**src/rtl/rf_write_arbiter.sv**
```systemverilog
// Writeback arbiter for the register file: trap > round-robin(alu, ld) onto one
// registered wb_* port group, plus a 16-entry busy scoreboard for hazard stalls.
module rf_write_arbiter #(
    parameter int DATA_W = 32,
    parameter int REG_N  = 16
) (
    input  logic              clk,
    input  logic              reset,

    input  logic              alu_valid,
    output logic              alu_ready,
    input  logic              alu_rd_en,
    input  logic [3:0]        alu_rd_num,
    input  logic [DATA_W-1:0] alu_rd_data,
    input  logic              alu_pc_en,
    input  logic [DATA_W-1:0] alu_pc_data,
    input  logic              alu_cpsr_en,
    input  logic [DATA_W-1:0] alu_cpsr_data,

    input  logic              ld_valid,
    output logic              ld_ready,
    input  logic              ld_rd_en,
    input  logic [3:0]        ld_rd_num,
    input  logic [DATA_W-1:0] ld_rd_data,
    input  logic              ld_pc_en,
    input  logic [DATA_W-1:0] ld_pc_data,
    input  logic              ld_cpsr_en,
    input  logic [DATA_W-1:0] ld_cpsr_data,

    input  logic              trap_valid,
    output logic              trap_ready,
    input  logic              trap_rd_en,
    input  logic [3:0]        trap_rd_num,
    input  logic [DATA_W-1:0] trap_rd_data,
    input  logic              trap_pc_en,
    input  logic [DATA_W-1:0] trap_pc_data,
    input  logic              trap_cpsr_en,
    input  logic [DATA_W-1:0] trap_cpsr_data,

    input  logic              iss_valid,
    input  logic [3:0]        iss_rd_num,
    output logic [REG_N-1:0]  busy_mask,
    output logic              flush,

    output logic              wb_rd_write_en,
    output logic [3:0]        wb_rd_num,
    output logic [DATA_W-1:0] wb_rd_in,
    output logic              wb_pc_write_en,
    output logic [DATA_W-1:0] wb_pc_in,
    output logic              wb_cpsr_write_en,
    output logic [DATA_W-1:0] wb_cpsr_in
);

    typedef enum logic {
        ST_RUN   = 1'b0,
        ST_FLUSH = 1'b1
    } state_t;

    state_t             state_reg, state_next;
    logic               ptr_reg, ptr_next;
    logic [REG_N-1:0]   busy_reg, busy_next;

    logic               xfer;
    logic               sel_rd_en;
    logic [3:0]         sel_rd_num;
    logic [DATA_W-1:0]  sel_rd_data;
    logic               sel_pc_en;
    logic [DATA_W-1:0]  sel_pc_data;
    logic               sel_cpsr_en;
    logic [DATA_W-1:0]  sel_cpsr_data;
    logic               flush_clr;

    // Grants: trap always wins; alu/ld only in RUN and only when no trap pending.
    always_comb begin
        alu_ready  = 1'b0;
        ld_ready   = 1'b0;
        trap_ready = 1'b0;
        if (reset) begin
            trap_ready = trap_valid;
            if (state_reg == ST_RUN && !trap_valid) begin
                if (alu_valid && (!ptr_reg || !ld_valid)) begin
                    alu_ready = 1'b1;
                end else if (ld_valid) begin
                    ld_ready = 1'b1;
                end
            end
        end
    end

    assign xfer = alu_ready | ld_ready | trap_ready;

    always_comb begin
        sel_rd_en     = 1'b0;
        sel_rd_num    = '0;
        sel_rd_data   = '0;
        sel_pc_en     = 1'b0;
        sel_pc_data   = '0;
        sel_cpsr_en   = 1'b0;
        sel_cpsr_data = '0;
        if (trap_ready) begin
            sel_rd_en     = trap_rd_en;
            sel_rd_num    = trap_rd_num;
            sel_rd_data   = trap_rd_data;
            sel_pc_en     = trap_pc_en;
            sel_pc_data   = trap_pc_data;
            sel_cpsr_en   = trap_cpsr_en;
            sel_cpsr_data = trap_cpsr_data;
        end else if (alu_ready) begin
            sel_rd_en     = alu_rd_en;
            sel_rd_num    = alu_rd_num;
            sel_rd_data   = alu_rd_data;
            sel_pc_en     = alu_pc_en;
            sel_pc_data   = alu_pc_data;
            sel_cpsr_en   = alu_cpsr_en;
            sel_cpsr_data = alu_cpsr_data;
        end else if (ld_ready) begin
            sel_rd_en     = ld_rd_en;
            sel_rd_num    = ld_rd_num;
            sel_rd_data   = ld_rd_data;
            sel_pc_en     = ld_pc_en;
            sel_pc_data   = ld_pc_data;
            sel_cpsr_en   = ld_cpsr_en;
            sel_cpsr_data = ld_cpsr_data;
        end
    end

    always_comb begin
        state_next = ST_RUN;
        ptr_next   = ptr_reg;
        if (trap_ready) begin
            state_next = ST_FLUSH;
        end
        if (alu_ready) begin
            ptr_next = 1'b1;
        end else if (ld_ready) begin
            ptr_next = 1'b0;
        end
    end

    always_ff @(posedge clk or negedge reset) begin
        if (!reset) begin
            state_reg <= ST_RUN;
            ptr_reg   <= 1'b0;
        end else begin
            state_reg <= state_next;
            ptr_reg   <= ptr_next;
        end
    end

    // Clearing on the trap edge keeps busy_mask at 0 throughout the FLUSH cycle;
    // issues seen during FLUSH belong to squashed instructions and are dropped.
    assign flush_clr = trap_ready | (state_reg == ST_FLUSH);

    generate
        for (genvar gi = 0; gi < REG_N; gi++) begin : g_busy
            logic set_bit, clr_bit;
            assign set_bit = iss_valid && (iss_rd_num == 4'(gi));
            assign clr_bit = xfer && sel_rd_en && (sel_rd_num == 4'(gi));
            always_comb begin
                busy_next[gi] = busy_reg[gi];
                if (flush_clr) begin
                    busy_next[gi] = 1'b0;
                end else if (set_bit) begin
                    busy_next[gi] = 1'b1;
                end else if (clr_bit) begin
                    busy_next[gi] = 1'b0;
                end
            end
        end
    endgenerate

    always_ff @(posedge clk or negedge reset) begin
        if (!reset) begin
            busy_reg <= '0;
        end else begin
            busy_reg <= busy_next;
        end
    end

    assign busy_mask = busy_reg;
    assign flush     = (state_reg == ST_FLUSH);

    // Data registers load only with their enable so the register file sees stable values.
    always_ff @(posedge clk or negedge reset) begin
        if (!reset) begin
            wb_rd_write_en   <= 1'b0;
            wb_rd_num        <= '0;
            wb_rd_in         <= '0;
            wb_pc_write_en   <= 1'b0;
            wb_pc_in         <= '0;
            wb_cpsr_write_en <= 1'b0;
            wb_cpsr_in       <= '0;
        end else begin
            wb_rd_write_en   <= xfer & sel_rd_en;
            wb_pc_write_en   <= xfer & sel_pc_en;
            wb_cpsr_write_en <= xfer & sel_cpsr_en;
            if (xfer && sel_rd_en) begin
                wb_rd_num <= sel_rd_num;
                wb_rd_in  <= sel_rd_data;
            end
            if (xfer && sel_pc_en) begin
                wb_pc_in <= sel_pc_data;
            end
            if (xfer && sel_cpsr_en) begin
                wb_cpsr_in <= sel_cpsr_data;
            end
        end
    end

endmodule

```
**config.mk**
```make
export PLATFORM = sky130hd
export DESIGN_NAME = rf_write_arbiter
export DESIGN_NICKNAME = d
export VERILOG_FILES = /design/src/rtl/rf_write_arbiter.sv
export SDC_FILE = /design/constraint.sdc
export NUM_CORES = 1
export LEC_CHECK = 0
export ABC_AREA = 1
export CORE_AREA = 2 2 172 174
export CTS_BUF_LIST = sky130_fd_sc_hd__clkbuf_4
export DETAILED_ROUTE_END_ITERATION = 8
export DIE_AREA = 0 0 174 176
export PLACE_DENSITY_LB_ADDON = 0.2
export SYNTH_ARGS = -nofsm -noshare
export SYNTH_HDL_FRONTEND = slang
export SYNTH_SLANG_ARGS = --single-unit
```
**constraint.sdc**
```tcl
create_clock -name clk -period 2.15 [get_ports clk]
set_clock_uncertainty 0.05 [all_clocks]
set_input_delay 0.43 -clock clk [delete_from_list [all_inputs] [get_ports clk]]
set_output_delay 0.43 -clock clk [all_outputs]
set_load 0.02 [all_outputs]
```
# --- Word level (Yosys, flattened, before mapping) ---
# Index checks and enable logic that the tools add are counted.
op_classes:
  n_mux: 80
  n_eq_ne: 30
  n_reduce_logical: 60
  bitwise: 7
op_table:
  columns: ["operator", "n"]
  rows:
  - ["32-bit 2-to-1 mux", 9]
  - ["1-bit 2-to-1 mux", 68]
  - ["4-bit == test (second input constant)", 16]
  - ["3-bit nonzero test", 16]
  - ["1-bit logical AND", 37]
  - ["4-bit by 3-bit == test with 1-bit output (second input constant)", 8]
  - ["4-bit by 2-bit == test with 1-bit output (second input constant)", 4]
  - ["4-bit 2-to-1 mux", 3]
  - ["4-bit by 1-bit == test with 1-bit output (second input constant)", 2]
  - ["4-bit zero test", 2]
  - ["1-bit AND", 3]
  - ["1-bit zero test", 3]
  - ["1-bit OR", 3]
  - ["2-bit nonzero test", 1]
  - ["1-bit logical OR", 1]
  - ["1-bit inverter", 1]
totals:
  regBits: 121
  in_bits: 319

# --- Depth between registers and ports, before layout ---
depth:
  ltp_word: 14
  mapped_depth: 10
  mapped_depth_nobuf: 10

# --- Worst setup path after synthesis ---
# Ideal clock, no wire load.
synth_path:
  path_type: "register -> output"
  from: "register state_reg (netlist: flush)"
  to: "output port ld_ready"
  path_stages_with_launch: 6
  t_arrival_ns: 1.343
  slack_ns: 0.327
  n_path_buf: 2
  t_required_ns: 1.670
  path_cell_list: "dfrtp_1 nor2_2 nand3_1 inv_2 buf_2 buf_2"
synth_via:
  elab_chain_len: 4
synth_lines:
  columns: ["element", "line_no", "rtl"]
  rows:
  - ["start, declared", "59", "state_t state_reg, state_next;"]
  - ["start signal, assigned", "145", "state_reg <= state_next;"]
  - ["1-bit inverter", "80", "if (state_reg == ST_RUN && !trap_valid) begin"]
  - ["1-bit logical AND", "80", null]
  - ["1-bit 2-to-1 mux", "80", null]
  - ["1-bit 2-to-1 mux", "78", "if (reset) begin"]
  - ["end, declared", "21", "output logic ld_ready,"]
# Every way passes these cells.

# --- Worst setup path in the final report ---
layout_path:
  from: "register wb_pc_in[24]"
  to: "output port wb_pc_in[24]"
layout_lines:
  columns: ["element", "line_no", "rtl"]
  rows:
  - ["start, declared", "49", "output logic [DATA_W-1:0] wb_pc_in,"]
  - ["start signal, assigned", "202", "wb_pc_in <= sel_pc_data;"]
# No word-level cell between the ends.

==> summary.txt <==
Timing
  – Setup TNS: 0 ns
  – Worst rel slew slack: 50.9%
  – Fin worst setup slack: between 0.09 and 0.1 ns
  – Setup violators final: 0
  – Slew @ Worst Pin: between 0.7 and 0.8 ns
  – Hold Slack: ~0.25 ns
  – Fin crit period: about 2 ns
  – Max Slew Vio Count: 0
  – F_max: 488 MHz
  – Final period util: around 95%
  – RSZ-0062 raised after global routing: no
  – Fin. Hold Viols: 0

Placed design
  – I/O Buffers: about 440
  – Post-Place Worst Slack: -0.294 ns
  – Hpwl dp: 22800 um
  – GP Congestion: 0.857

Power and ir drop
  – Int Power: between 4 and 5 mW
  – Switch share: between 30% and 40%
  – Peak VDD IR: between 150 and 200 uV
  – Clock share of power: between 20% and 30%
  – Sequential share of power: between 30 and 40%
  – Power per cell area: ~630 nW/um2
  – Total power: approximately 7.5 mW
  – Switch Pwr: approximately 2.7 mW
  – Static Leak: between 5 and 6 nW
  – Gate power share: approximately 40%

Global route
  – Vias in the first global route: roughly 7700
  – Met1 usage: between 20% and 30%
  – Top Usage Layer GRT: met2
  – First-pass GRT wire length: between 40000 and 50000 um
  – Tot GR Track Use: 18.4%
  – Pin count of the biggest net entering global routing: 56
  – GR Layer Usage met2: 32.6%
  – Met3 Track Usage GR: about 6.6%
  – Initial antenna violation count: 4
  – Grt ovf: 0

Yosys
  – Synth Warn #: 0
  – Syn avg cell area: 7.08 um2
  – Synth unique cells: 21
  – Synthesized instance count: 924
  – Post-synth EDFFs: 0
  – Main synth FF type: dfrtp_1
  – Register area share after synthesis: 46.3%
  – Syn nets: 1243
  – Synthesis-stage register bit count: roughly 120
  – Post-Syn Area: 6540 um2
  – Post-synth ARST share: 100%

Clock tree
  – CTS tree: built
  – # H-tree levels: 4
  – TritonCTS Buffers: 17
  – Clock transition at path regs: 0.14 ns
  – Post-CTS Repair Setup Buffers: 0
  – Clk sinks: about 120
  – Worst skew pair latency: a little over 0.5 ns
  – Clk root buf: clkbuf_4
  – CTS Buffer Depth: 2

Final layout
  – Share of layout cells above drive strength 1: 6.68%
  – Filler instances: just under 3000
  – Commonest cells after routing, fill and taps aside: clkdlybuf4s50_1 (430), nand2_1 (372), a21oi_1 (130)
  – Nets: between 1500 and 2000
  – Commonest non-fill, non-tap cell in the layout: clkdlybuf4s50_1
  – Top Registers: wb_cpsr_in x32, wb_pc_in x32, wb_rd_in x32
  – Area grow syn2layout: 83.0%

Worst setup path
  – Setup crit end: wb_pc_in[24]
  – Startpoint Class: flip-flop
  – Kind of critical path: flip-flop to output port
  – Stages on worst setup path: 1
  – Worst R2R End: wb_rd_in[3]$_DFFE_PN0P_
  – Worst EP required: approximately 1.7 ns
  – Crit-path max cell delay: between 0.6 and 0.7 ns
  – Reg2reg setup slack: approximately 0.34 ns
  – CP Max Fanout: 2
  – CP arrival: 1.57 ns
  – Critical Path Source: wb_pc_in[24]$_DFFE_PN0P_
  – Crit-path slowest cell: clkdlybuf4s50_1
  – R2r worst-path depth: 9
  – CP top delay family: buffers and inverters
  – CP bufs+invs: 1
  – CP cell instances: clkdlybuf4s50_1
  – Critical Path End Type: output port
  – FF-to-FF Start: flush$_DFF_PN0_

Status
  – Outcome: finished clean

Die
  – Initial Utilization: approximately 23%
  – # rows: between 60 and 70
  – Die X: ~170 um
  – CORE AREA: 28500 um2
  – I/O pin count: roughly 440
  – Die Y-Extent: ~180 um
  – Die area: slightly above 30000 um2

Drt
  – DR DRC count: 0
  – 1st-iter DRT viols: ~340
  – Vias/cell: between 4 and 5
  – Detail Route Antenna Nets: 0
  – Routed via count: between 7000 and 8000
  – Pre-antenna DRT Iters: 5
  – Routed Wire Length: 28700 um
  – Routed len/inst: 16.1 um

Flow run
  – Max Cap Viol: 0

Hold path
  – Min-Delay Path Class: input pin to asynchronous set/reset pin
## per-layer routing
layer  routed length [um]  vias to the layer above
met5                    8                        -
met4                  685                        2
met3                 2570                       36
met2                14200                      326
met1                11200                     3469
li1                     -                     3901
## kinds of logic (layout without fill, tap and decap cells)
logic type             Yosys count  count (layout)  synth area share (%)
buffers and inverters           88             556                  5.72
flip-flops                     121             121                  46.3
AO/OA/AOI/OAI                  168             168                  14.2
AND/OR/NAND/NOR                547             547                  33.7
other                            0               3                     0
## worst min-delay path by stage
stage	cells past startpoint	end	start	slack (ns)
after global routing	2	busy_mask[11]$_DFFE_PN0P_	reset	0.19
after CTS	2	busy_mask[11]$_DFFE_PN0P_	reset	0.18
after floorplan	0	busy_mask[0]$_DFFE_PN0P_	reset	0.08
after global placement	1	busy_mask[11]$_DFFE_PN0P_	reset	0.18
after detailed placement	1	busy_mask[11]$_DFFE_PN0P_	reset	0.18
final	2	busy_mask[11]$_DFFE_PN0P_	reset	0.25
## synthesized netlist by cell type (2+ instances only)
cell / number / area share (%)
a21oi_1: 130 / 10
buf_2: 29 / 2.2
buf_4: 2 / 0.23
clkbuf_1: 24 / 1.4
dfrtp_1: 121 / 46
inv_1: 31 / 1.8
nand2_1: 372 / 21
nand3_1: 23 / 1.8
nand3b_1: 2 / 0.23
nand4_1: 37 / 3.5
nor2_1: 109 / 6.3
o21a_1: 32 / 3.7
o21ai_0: 2 / 0.15
o21bai_1: 3 / 0.34
## worst reg2reg max path, delay by kind of cell (launching register included)
family          cells  cell delay [ns]
simple gates        5             0.72
flops               1             0.45
buf+inv             3             0.35
compound gates      1             0.16
## per-stage QoR
stage	utilization [%]	std cells	area, um2
finish	41.9	1779	12000
global route	41.9	1778	12000
CTS	41.8	1776	11900
detailed placement	40.8	1742	11700
global placement	40.8	1742	11700
floorplan	-	924	6540
## timing repair
action,4_1_cts,5_1_grt
hold buffers,2,0
endpoints found under the setup margin,6,5
gates resized for setup,10,12
endpoints found under the hold margin,16,0
gates cloned,0,0
## power groups by stage
stage          sequential, mW  combinational (mW)  clock [mW]
2_1_floorplan            3.47               0.668           0
3_3_place_gp             2.96                3.06           0
3_5_place_dp             2.97                3.06           0
4_1_cts                  2.92                3.07        1.67
5_1_grt                  2.98                3.24        1.75
6_report                 2.92                3.03        1.58
## cell type report
cell class | count | area [um2] | area share, %
Clock inverter | 15 | 126 | 1.06
Timing Repair Buffer | 492 | 4910 | 41.1
Sequential cell | 121 | 3030 | 25.3
Antenna cell | 3 | 7.51 | 0.0627
Tap cell | 384 | 480 | 4.01
Multi-Input combinational cell | 715 | 3160 | 26.4
Clock buffer | 17 | 128 | 1.07
Inverter | 32 | 123 | 1.02
Note: power is estimated with default switching activity, not from simulation.
